[config.mk]
export PLATFORM = sky130hd
export DESIGN_NAME = spi_master_ctrl_flat
export DESIGN_NICKNAME = d
export VERILOG_FILES = /design/src/rtl/spi_master_ctrl_if.sv /design/src/rtl/spi_master_ctrl.sv /design/src/flat_wrapper.sv
export SDC_FILE = /design/constraint.sdc
export NUM_CORES = 1
export LEC_CHECK = 0
export CORE_UTILIZATION = 40
export DETAILED_ROUTE_END_ITERATION = 8
export HOLD_SLACK_MARGIN = 0.12
export PLACE_DENSITY_LB_ADDON = 0.12
export SETUP_SLACK_MARGIN = 0.05
export SYNTH_ARGS = -nofsm -noshare
export SYNTH_HDL_FRONTEND = slang
export SYNTH_SLANG_ARGS = --single-unit
[constraint.sdc]
create_clock -name clk -period 4.3 [get_ports clk]
set_input_delay 0.86 -clock clk [delete_from_list [all_inputs] [get_ports clk]]
set_output_delay 0.86 -clock clk [all_outputs]
set_load 0.03 [all_outputs]
[src/rtl/spi_master_ctrl_if.sv]
// CPU register-bus bundle for the SPI master control stage: address, write data, strobes and registered read data.
// The master modport is the CPU/bench side; the slave modport is the control block.
interface spi_master_ctrl_if #(
  parameter int DATA_WIDTH = 32
);
  logic [1:0]            bus_addr;
  logic [DATA_WIDTH-1:0] bus_wdata;
  logic                  bus_we;
  logic                  bus_re;
  logic [DATA_WIDTH-1:0] bus_rdata;

  modport master (
    output bus_addr,
    output bus_wdata,
    output bus_we,
    output bus_re,
    input  bus_rdata
  );

  modport slave (
    input  bus_addr,
    input  bus_wdata,
    input  bus_we,
    input  bus_re,
    output bus_rdata
  );
endinterface

[src/rtl/spi_master_ctrl.sv]
// SPI master control stage: CTRL/TXDATA/RXDATA/STATUS registers and the per-transfer CS/shifter sequencer.
// Optional SHIFT-state abort counter is enabled by defining SPI_TIMEOUT_EN.
module spi_master_ctrl #(
  parameter int DATA_WIDTH = 32,
  parameter int CS_SETUP   = 2,
  parameter int CS_HOLD    = 2,
  parameter int TIMEOUT    = 64
) (
  input  logic                  clk,
  input  logic                  rst,
  spi_master_ctrl_if.slave      bus,
  output logic                  irq,
  output logic                  CS_n,
  output logic                  shf_rst,
  output logic                  shf_load,
  output logic [DATA_WIDTH-1:0] shf_data,
  output logic [1:0]            shf_len,
  input  logic                  shf_done,
  input  logic [DATA_WIDTH-1:0] shf_rx
);

  if (CS_SETUP < 1 || CS_SETUP > 15) begin : g_bad_setup
    $error("CS_SETUP must be in 1..15");
  end
  if (CS_HOLD < 1 || CS_HOLD > 15) begin : g_bad_hold
    $error("CS_HOLD must be in 1..15");
  end
  if (TIMEOUT < 1 || TIMEOUT > 255) begin : g_bad_timeout
    $error("TIMEOUT must fit the 8-bit counter");
  end

  localparam logic [3:0] SETUP_LAST = 4'(CS_SETUP - 1);
  localparam logic [3:0] HOLD_LAST  = 4'(CS_HOLD - 1);

  typedef enum logic [2:0] {
    S_IDLE,
    S_RST,
    S_SETUP,
    S_SHIFT,
    S_CAPTURE,
    S_HOLD
  } state_e;

  state_e                state_q, state_d;
  logic [3:0]            cnt_q, cnt_d;
  logic [1:0]            len_q, len_d;
  logic                  irq_en_q, irq_en_d;
  logic [DATA_WIDTH-1:0] txdata_q, txdata_d;
  logic [DATA_WIDTH-1:0] rxdata_q, rxdata_d;
  logic [DATA_WIDTH-1:0] rdata_q, rdata_d;
  logic                  done_q, done_d;
  logic                  ovr_q, ovr_d;
  logic                  cs_n_q, cs_n_d;
  logic                  shf_rst_q, shf_rst_d;
  logic                  shf_load_q, shf_load_d;
  logic                  tmo_flag;

`ifdef SPI_TIMEOUT_EN
  localparam logic [7:0] TMO_LAST = 8'(TIMEOUT - 1);
  logic [7:0] tmo_cnt_q, tmo_cnt_d;
  logic       tmo_q, tmo_d;
  assign tmo_flag = tmo_q;
`else
  assign tmo_flag = 1'b0;
`endif

  logic                  busy;
  logic                  wr_ctrl, wr_tx, wr_stat, start_req;
  logic [DATA_WIDTH-1:0] rx_mask, ctrl_rd, status_rd;

  assign busy      = (state_q != S_IDLE);
  assign wr_ctrl   = bus.bus_we && (bus.bus_addr == 2'd0);
  assign wr_tx     = bus.bus_we && (bus.bus_addr == 2'd1);
  assign wr_stat   = bus.bus_we && (bus.bus_addr == 2'd3);
  assign start_req = wr_ctrl && bus.bus_wdata[0];

  // Keep only the low 8*(len+1) bits of the received word.
  always_comb begin
    rx_mask = '0;
    for (int i = 0; i < DATA_WIDTH; i++) begin
      rx_mask[i] = (i < 8 * (int'(len_q) + 1));
    end
  end

  always_comb begin
    ctrl_rd      = '0;
    ctrl_rd[2:1] = len_q;
    ctrl_rd[3]   = irq_en_q;
    status_rd    = '0;
    status_rd[0] = busy;
    status_rd[1] = done_q;
    status_rd[2] = ovr_q;
    status_rd[3] = tmo_flag;
  end

  always_comb begin
    state_d  = state_q;
    cnt_d    = cnt_q;
    len_d    = len_q;
    irq_en_d = irq_en_q;
    txdata_d = txdata_q;
    rxdata_d = rxdata_q;
    rdata_d  = rdata_q;
    done_d   = done_q;
    ovr_d    = ovr_q;
`ifdef SPI_TIMEOUT_EN
    tmo_d     = tmo_q;
    tmo_cnt_d = (state_q == S_SHIFT) ? tmo_cnt_q + 8'd1 : 8'd0;
`endif

    // Transfer parameters are frozen while a transfer is in flight.
    if (wr_ctrl) begin
      irq_en_d = bus.bus_wdata[3];
      if (!busy) begin
        len_d = bus.bus_wdata[2:1];
      end
    end
    if (wr_tx && !busy) begin
      txdata_d = bus.bus_wdata;
    end

    // Clears are applied first so that a same-cycle set takes priority.
    if (wr_stat) begin
      if (bus.bus_wdata[1]) done_d = 1'b0;
      if (bus.bus_wdata[2]) ovr_d  = 1'b0;
`ifdef SPI_TIMEOUT_EN
      if (bus.bus_wdata[3]) tmo_d  = 1'b0;
`endif
    end
    if (start_req && busy) begin
      ovr_d = 1'b1;
    end

    case (state_q)
      S_IDLE: begin
        if (start_req) begin
          state_d = S_RST;
          cnt_d   = 4'd0;
          done_d  = 1'b0;
        end
      end
      S_RST: begin
        state_d = S_SETUP;
        cnt_d   = 4'd0;
      end
      S_SETUP: begin
        if (cnt_q == SETUP_LAST) begin
          state_d = S_SHIFT;
          cnt_d   = 4'd0;
        end else begin
          cnt_d = cnt_q + 4'd1;
        end
      end
      S_SHIFT: begin
        if (shf_done) begin
          state_d = S_CAPTURE;
`ifdef SPI_TIMEOUT_EN
        end else if (tmo_cnt_q == TMO_LAST) begin
          state_d = S_HOLD;
          cnt_d   = 4'd0;
          tmo_d   = 1'b1;
`endif
        end
      end
      S_CAPTURE: begin
        rxdata_d = shf_rx & rx_mask;
        state_d  = S_HOLD;
        cnt_d    = 4'd0;
      end
      S_HOLD: begin
        if (cnt_q == HOLD_LAST) begin
          state_d = S_IDLE;
          done_d  = 1'b1;
        end else begin
          cnt_d = cnt_q + 4'd1;
        end
      end
      default: state_d = S_IDLE;
    endcase

    if (bus.bus_re) begin
      case (bus.bus_addr)
        2'd0:    rdata_d = ctrl_rd;
        2'd1:    rdata_d = txdata_q;
        2'd2:    rdata_d = rxdata_q;
        default: rdata_d = status_rd;
      endcase
    end

    cs_n_d     = (state_d == S_IDLE);
    shf_rst_d  = (state_d == S_RST);
    shf_load_d = (state_d == S_SHIFT);
  end

  always_ff @(posedge clk) begin
    if (rst) begin
      state_q    <= S_IDLE;
      cnt_q      <= 4'd0;
      len_q      <= 2'd0;
      irq_en_q   <= 1'b0;
      txdata_q   <= '0;
      rxdata_q   <= '0;
      rdata_q    <= '0;
      done_q     <= 1'b0;
      ovr_q      <= 1'b0;
      cs_n_q     <= 1'b1;
      shf_rst_q  <= 1'b0;
      shf_load_q <= 1'b0;
`ifdef SPI_TIMEOUT_EN
      tmo_q      <= 1'b0;
      tmo_cnt_q  <= 8'd0;
`endif
    end else begin
      state_q    <= state_d;
      cnt_q      <= cnt_d;
      len_q      <= len_d;
      irq_en_q   <= irq_en_d;
      txdata_q   <= txdata_d;
      rxdata_q   <= rxdata_d;
      rdata_q    <= rdata_d;
      done_q     <= done_d;
      ovr_q      <= ovr_d;
      cs_n_q     <= cs_n_d;
      shf_rst_q  <= shf_rst_d;
      shf_load_q <= shf_load_d;
`ifdef SPI_TIMEOUT_EN
      tmo_q      <= tmo_d;
      tmo_cnt_q  <= tmo_cnt_d;
`endif
    end
  end

  assign CS_n          = cs_n_q;
  assign shf_rst       = shf_rst_q;
  assign shf_load      = shf_load_q;
  assign shf_data      = txdata_q;
  assign shf_len       = len_q;
  assign irq           = done_q & irq_en_q;
  assign bus.bus_rdata = rdata_q;

endmodule

[src/flat_wrapper.sv]
// flat-port wrapper written by rule: the top's interface ports become plain ports
module spi_master_ctrl_flat 
#(
  parameter int DATA_WIDTH = 32,
  parameter int CS_SETUP   = 2,
  parameter int CS_HOLD    = 2,
  parameter int TIMEOUT    = 64
)
  (clk, rst, irq, CS_n, shf_rst, shf_load, shf_data, shf_len, shf_done, shf_rx, bus_bus_addr, bus_bus_wdata, bus_bus_we, bus_bus_re, bus_bus_rdata);
  spi_master_ctrl_if #(.DATA_WIDTH(DATA_WIDTH)) bus_i ();
  input  logic clk;
  input  logic rst;
  output logic irq;
  output logic CS_n;
  output logic shf_rst;
  output logic shf_load;
  output logic [DATA_WIDTH-1:0] shf_data;
  output logic [1:0] shf_len;
  input  logic shf_done;
  input  logic [DATA_WIDTH-1:0] shf_rx;
  input wire logic [$bits(bus_i.bus_addr)-1:0] bus_bus_addr;
  input wire logic [$bits(bus_i.bus_wdata)-1:0] bus_bus_wdata;
  input wire logic [$bits(bus_i.bus_we)-1:0] bus_bus_we;
  input wire logic [$bits(bus_i.bus_re)-1:0] bus_bus_re;
  output wire logic [$bits(bus_i.bus_rdata)-1:0] bus_bus_rdata;
  assign bus_i.bus_addr = bus_bus_addr;
  assign bus_i.bus_wdata = bus_bus_wdata;
  assign bus_i.bus_we = bus_bus_we;
  assign bus_i.bus_re = bus_bus_re;
  assign bus_bus_rdata = bus_i.bus_rdata;
  spi_master_ctrl #(.DATA_WIDTH(DATA_WIDTH), .CS_SETUP(CS_SETUP), .CS_HOLD(CS_HOLD), .TIMEOUT(TIMEOUT)) u_core (.clk(clk), .rst(rst), .bus(bus_i), .irq(irq), .CS_n(CS_n), .shf_rst(shf_rst), .shf_load(shf_load), .shf_data(shf_data), .shf_len(shf_len), .shf_done(shf_done), .shf_rx(shf_rx));
endmodule
==> results.json, run 1 <==
{
  "status": "finished, final reports clean",
  "power.leakage_nw": 1.99,
  "cp_max_fo": 13,
  "worstSetupPathType": "register to primary output",
  "dpl_cell_area_um2": 5830,
  "numClockSinks": 111,
  "cts_buffer_depth": 2,
  "viasPerCell": 5.27,
  "grt_pass1_wl_um": 19400,
  "cts_max_level": 3,
  "cts-buffers-inserted": 9,
  "grt_pass1_vias": 3815,
  "drcViolationCount": 0,
  "cts_hold_buf": 0,
  "io_buffers": 140,
  "drive_gt1_frac": 0.0502,
  "cap_violations": 0,
  "antenna_found_initial": 0,
  "end_kind": "primary output",
  "final_common_cell": "clkdlybuf4s50_1",
  "wire_per_inst_um": 16.0,
  "die_w_um": 107,
  "worst_pin_slew_ps": 1270,
  "crit_chain": "clkdlybuf4s50_1",
  "grt_max_degree": 106,
  "dp_slack_ps": 1330,
  "final_cell_mix": "clkdlybuf4s50_1, nand2_1, dfxtp_1",
  "powerDensity_nw_per_um2": 321,
  "hpwl_um": 8290,
  "syn_area_per_cell_um2": 8.50,
  "fmax_ghz": 0.368,
  "pin_count": 141,
  "crit_slowest_cell": "clkdlybuf4s50_1",
  "cp_slowest_stage_delay_ps": 790,
  "ys_ff_latch": 111,
  "finalWorstSetupSlack_ps": 1580,
  "hold_class": "register to register",
  "num_rows": 38,
  "nets": 705,
  "core_area_um2": 10800,
  "synth-seq-area-share": 0.500,
  "synth_fp_nets": 596,
  "syn_inst": 523,
  "drtPass1Iterations": 4,
  "start_util": 0.410,
  "clock_skew_ps": 6.98,
  "wl_um": 12500,
  "num_vias": 4098,
  "cp.arrival_ps": 1860,
  "synthToLayoutAreaGrowth_pct": 35.1,
  "crit_buf_inv": 1,
  "required_ps": 3440,
  "detail-route-antenna-nets": 0,
  "netlist_area_um2": 4440,
  "fin_crit_ps": 2720,
  "total_power_mw": 1.93,
  "synth_cell_types": 45,
  "critPathLaunchType": "register",
  "grt_usage": 0.217,
  "clk_pin_slew_ps": 100,
  "fp.dieH_um": 107,
  "dieArea_um2": 11500,
  "cts_setup_buffers": 0,
  "setup_viol": 0,
  "root_buffer": "clkbuf_8",
  "max_slew_margin": 0.148,
  "fin_setup_tns_ps": 0,
  "tritoncts": "built",
  "clk_latency_ps": 360,
  "hold_viol_final": 0,
  "critPathTopFamily": "buffers and inverters",
  "postLayoutCellArea_um2": 6000,
  "post_cts_resized": 0,
  "ir_drop_v": 0.000149,
  "yosysWarnings": 0,
  "antenna_cells": 0,
  "rrSetupSlack_ps": 2150,
  "grt-ovfl-total": 0,
  "place_congestion": 0.883,
  "maxSlewViolCount": 0,
  "drtIter0Drc": 203,
  "min_period_over_period": 0.632,
  "grt_setup_unrepaired": "false"
}
[cell families after synthesis]
logic type                 count (synthesis)  share of synthesized area
adders and majority gates                  2                    0.00563
and+or+nand+nor                          207                      0.207
buffers and inverters                     51                     0.0549
muxes                                      7                     0.0231
AOI/OAI and AO/OA                        143                      0.206
DFF                                      111                      0.500
xor gates and xnor gates                   2                    0.00394
[cells in the mapped netlist (all sizes together)]
| master | n | area, um^2 |
|---|---|---|
| inv | 4 | 15.0 |
| a311oi | 1 | 8.76 |
| and4bb | 1 | 12.5 |
| nand4bb | 1 | 11.3 |
| buf | 20 | 125 |
| a32oi | 1 | 8.76 |
| a31oi | 2 | 18.8 |
| ha | 2 | 25.0 |
| and2 | 3 | 18.8 |
| nor4 | 1 | 6.26 |
| nand3 | 30 | 150 |
| o221ai | 1 | 8.76 |
| or2 | 1 | 6.26 |
| xnor2 | 1 | 8.76 |
| or3 | 2 | 12.5 |
| nor3b | 1 | 12.5 |
| xor2 | 1 | 8.76 |
| nor2 | 40 | 150 |
| o21ai | 5 | 25.0 |
| nand2 | 112 | 420 |
| and2b | 2 | 15.0 |
| o221a | 1 | 20.0 |
| a22oi | 29 | 218 |
| a211oi | 30 | 230 |
| nor2b | 4 | 25.0 |
| nor4b | 1 | 15.0 |
| dfxtp | 111 | 2220 |
| mux2i | 5 | 50.1 |
| a21oi | 69 | 345 |
| nand4 | 2 | 12.5 |
| a21boi | 1 | 7.51 |
| o211ai | 3 | 22.5 |
| and3 | 3 | 18.8 |
| mux4 | 2 | 52.6 |
| clkbuf | 27 | 104 |
| nor3 | 3 | 31.3 |
[per-layer routing]
metal,track usage,up-vias,part of all wire
met1,0.288,1927,0.46
met4,0.0949,0,0.022
li1,-,2029,-
met3,0.0315,21,0.054
met2,0.350,121,0.47
met5,0,-,0
[per-stage QoR]
stage / util / hold WS, ps / std cells
after global placement: 0.538 / 439 / 761
after global routing: 0.554 / 474 / 777
final: 0.554 / 458 / 777
after floorplan: - / 432 / 523
after detailed placement: 0.538 / 447 / 761
after CTS: 0.554 / 461 / 777
[flip-flops by register name, indices dropped and copies added, names as in the netlist]
register              cells
u_core.state_q            3
u_core.irq_en_q           1
u_core.CS_n               1
u_core.bus.bus_rdata     32
u_core.rxdata_q          32
u_core.cnt_q              4
u_core.shf_len            2
u_core.shf_load           1
u_core.ovr_q              1
u_core.shf_data          32
u_core.done_q             1
u_core.shf_rst            1
[report_power, final]
group / switching (mW) / internal (mW)
sequential: 0.0231 / 1.06
combinational: 0.152 / 0.132
clock: 0.339 / 0.226
total: 0.513 / 1.41
[worst paths after layout]
kind / cells past startpoint / from / to
hold / removal: 2 / u_core.rxdata_q[14] / u_core.rxdata_q[14]
setup / recovery: 1 / u_core.shf_len[1] / shf_len[1]
hold reg to reg: 2 / u_core.rxdata_q[14] / u_core.rxdata_q[14]
setup reg to reg: 4 / u_core.state_q[0] / u_core.rxdata_q[11]
[worst reg2reg max path, cell delays in order (launching register included)]
cell and delay, ps:
dfxtp_1 660, nor2_1 140, nand2_1 960, nand2_1 150
a21oi_1 170
[cell type report]
class	count	area [um^2]
Clock inverter	5	33.8
Inverter	4	15.0
Clock buffer	11	141
Fill cell	1030	4840
Sequential cell	111	2220
Timing Repair Buffer	145	1430
Multi-Input combinational cell	361	1990
Tap cell	140	175
(Power assumes the default switching activity.)
==> run 2, diff against run 1 <==
==> constraint.sdc (replaced) <==
create_clock -name clk -period 2.85 [get_ports clk]
set_input_delay 0.57 -clock clk [delete_from_list [all_inputs] [get_ports clk]]
set_output_delay 0.57 -clock clk [all_outputs]
set_load 0.03 [all_outputs]
==> results.json, run 2 (synthesis gave the netlist of run 1 again) <==
{
  "io_buffers": 140,
  "powerDensity_nw_per_um2": 478,
  "cp_max_fo": 13,
  "wire_per_inst_um": 15.5,
  "antenna_found_initial": 0,
  "cp.arrival_ps": 1780,
  "nets": 712,
  "hold_viol_final": 0,
  "worstSetupPathType": "register to primary output",
  "hpwl_um": 8300,
  "finalWorstSetupSlack_ps": 502,
  "wl_um": 12100,
  "antenna_cells": 0,
  "postLayoutCellArea_um2": 6060,
  "viasPerCell": 5.15,
  "cts_setup_buffers": 0,
  "required_ps": 2280,
  "cts_max_level": 3,
  "drive_gt1_frac": 0.0607,
  "synthToLayoutAreaGrowth_pct": 36.4,
  "drtIter0Drc": 221,
  "crit_slowest_cell": "clkdlybuf4s50_1",
  "clk_latency_ps": 360,
  "worst_pin_slew_ps": 742,
  "crit_buf_inv": 1,
  "critPathLaunchType": "register",
  "hold_depth": 2,
  "rrSetupSlack_ps": 760,
  "post_cts_resized": 0,
  "fp.dieH_um": 107,
  "nFillCells": 1040,
  "cts_buffer_depth": 2,
  "tritoncts": "built",
  "fin_setup_tns_ps": 0,
  "hold_class": "register to register",
  "end_kind": "primary output",
  "final_common_cell": "clkdlybuf4s50_1",
  "min_to": "u_core.rxdata_q[3]",
  "r2r-start": "u_core.state_q[2]",
  "num_vias": 4035,
  "grt_pass1_vias": 3853,
  "grt_pass1_wl_um": 18900,
  "met2_length_um": 5780,
  "setup_viol": 0,
  "status": "finished, final reports clean",
  "crit_chain": "clkdlybuf4s50_1",
  "total_power_mw": 2.90,
  "power.leakage_nw": 2.03,
  "min_from": "u_core.rxdata_q[3]",
  "clk_pin_slew_ps": 100,
  "num_rows": 38,
  "drcViolationCount": 0,
  "dpl_cell_area_um2": 5890,
  "core_area_um2": 10800,
  "max_slew_margin": 0.504,
  "final_cell_mix": "clkdlybuf4s50_1, nand2_1, dfxtp_1",
  "rr_endpoint": "u_core.rxdata_q[17]",
  "cp_slowest_stage_delay_ps": 770,
  "dieArea_um2": 11500,
  "ir_drop_v": 0.000238,
  "grt_setup_unrepaired": "false",
  "min_period_over_period": 0.824,
  "place_congestion": 0.853,
  "cp-startpoint": "u_core.shf_len[1]",
  "critPathTopFamily": "buffers and inverters",
  "wl_met3_um": 548,
  "cts_hold_buf": 0,
  "die_w_um": 107,
  "detail-route-antenna-nets": 0,
  "root_buffer": "clkbuf_8",
  "grt_usage": 0.209,
  "start_util": 0.410,
  "drtPass1Iterations": 6,
  "numClockSinks": 111,
  "fin_crit_ps": 2350,
  "route.layer.met1.wl_um": 5660,
  "clock_skew_ps": 15.1,
  "topRoutingLayerUsed": "met4",
  "cts-buffers-inserted": 9,
  "cap_violations": 0,
  "grt-ovfl-total": 0,
  "grt_max_degree": 49,
  "pin_count": 141,
  "maxSlewViolCount": 0,
  "fmax_ghz": 0.426,
  "reg2regPathDepth": 5,
  "dp_slack_ps": 486
}
[run 2: worst max path at each step]
| stage | cells after the start | slack, ps | to |
|---|---|---|---|
| final | 1 | 500 | shf_len[1] |
| after global routing | 1 | 410 | shf_len[1] |
| after CTS | 1 | 490 | shf_len[1] |
| after detailed placement | 5 | 490 | u_core.bus.bus_rdata[18] |
| after global placement | 5 | 530 | u_core.cnt_q[2] |
| after floorplan | 5 | 1200 | u_core.cnt_q[2] |
[run 2: metrics by stage]
step,hold WS [ps],util,instances
finish,458,0.559,783
CTS,462,0.559,783
global placement,439,0.544,768
global route,476,0.559,783
detailed placement,447,0.544,768
floorplan,432,-,523
[run 2: cell type report]
| class | instances | area, um^2 | area share |
|---|---|---|---|
| clock buffers | 9 | 124 | 0.0204 |
| flip-flops and latches | 111 | 2220 | 0.367 |
| repair buffers | 152 | 1500 | 0.247 |
| well taps | 140 | 175 | 0.0289 |
| clock inverters | 6 | 43.8 | 0.00722 |
| inverters | 4 | 15.0 | 0.00248 |
| multi-input cells | 361 | 1990 | 0.328 |
[run 2: power breakdown]
part           leakage (nW)  switching (mW)  internal (mW)
combinational          1.04           0.229          0.205
clock                0.0859           0.520          0.318
sequential            0.902          0.0338           1.59
total                  2.03           0.783           2.12
[run 2: metal layers]
metal | track usage | up-vias
met5 | 0 | -
met4 | 0.0528 | 0
met3 | 0.0442 | 13
met2 | 0.352 | 93
met1 | 0.273 | 1883
li1 | - | 2046
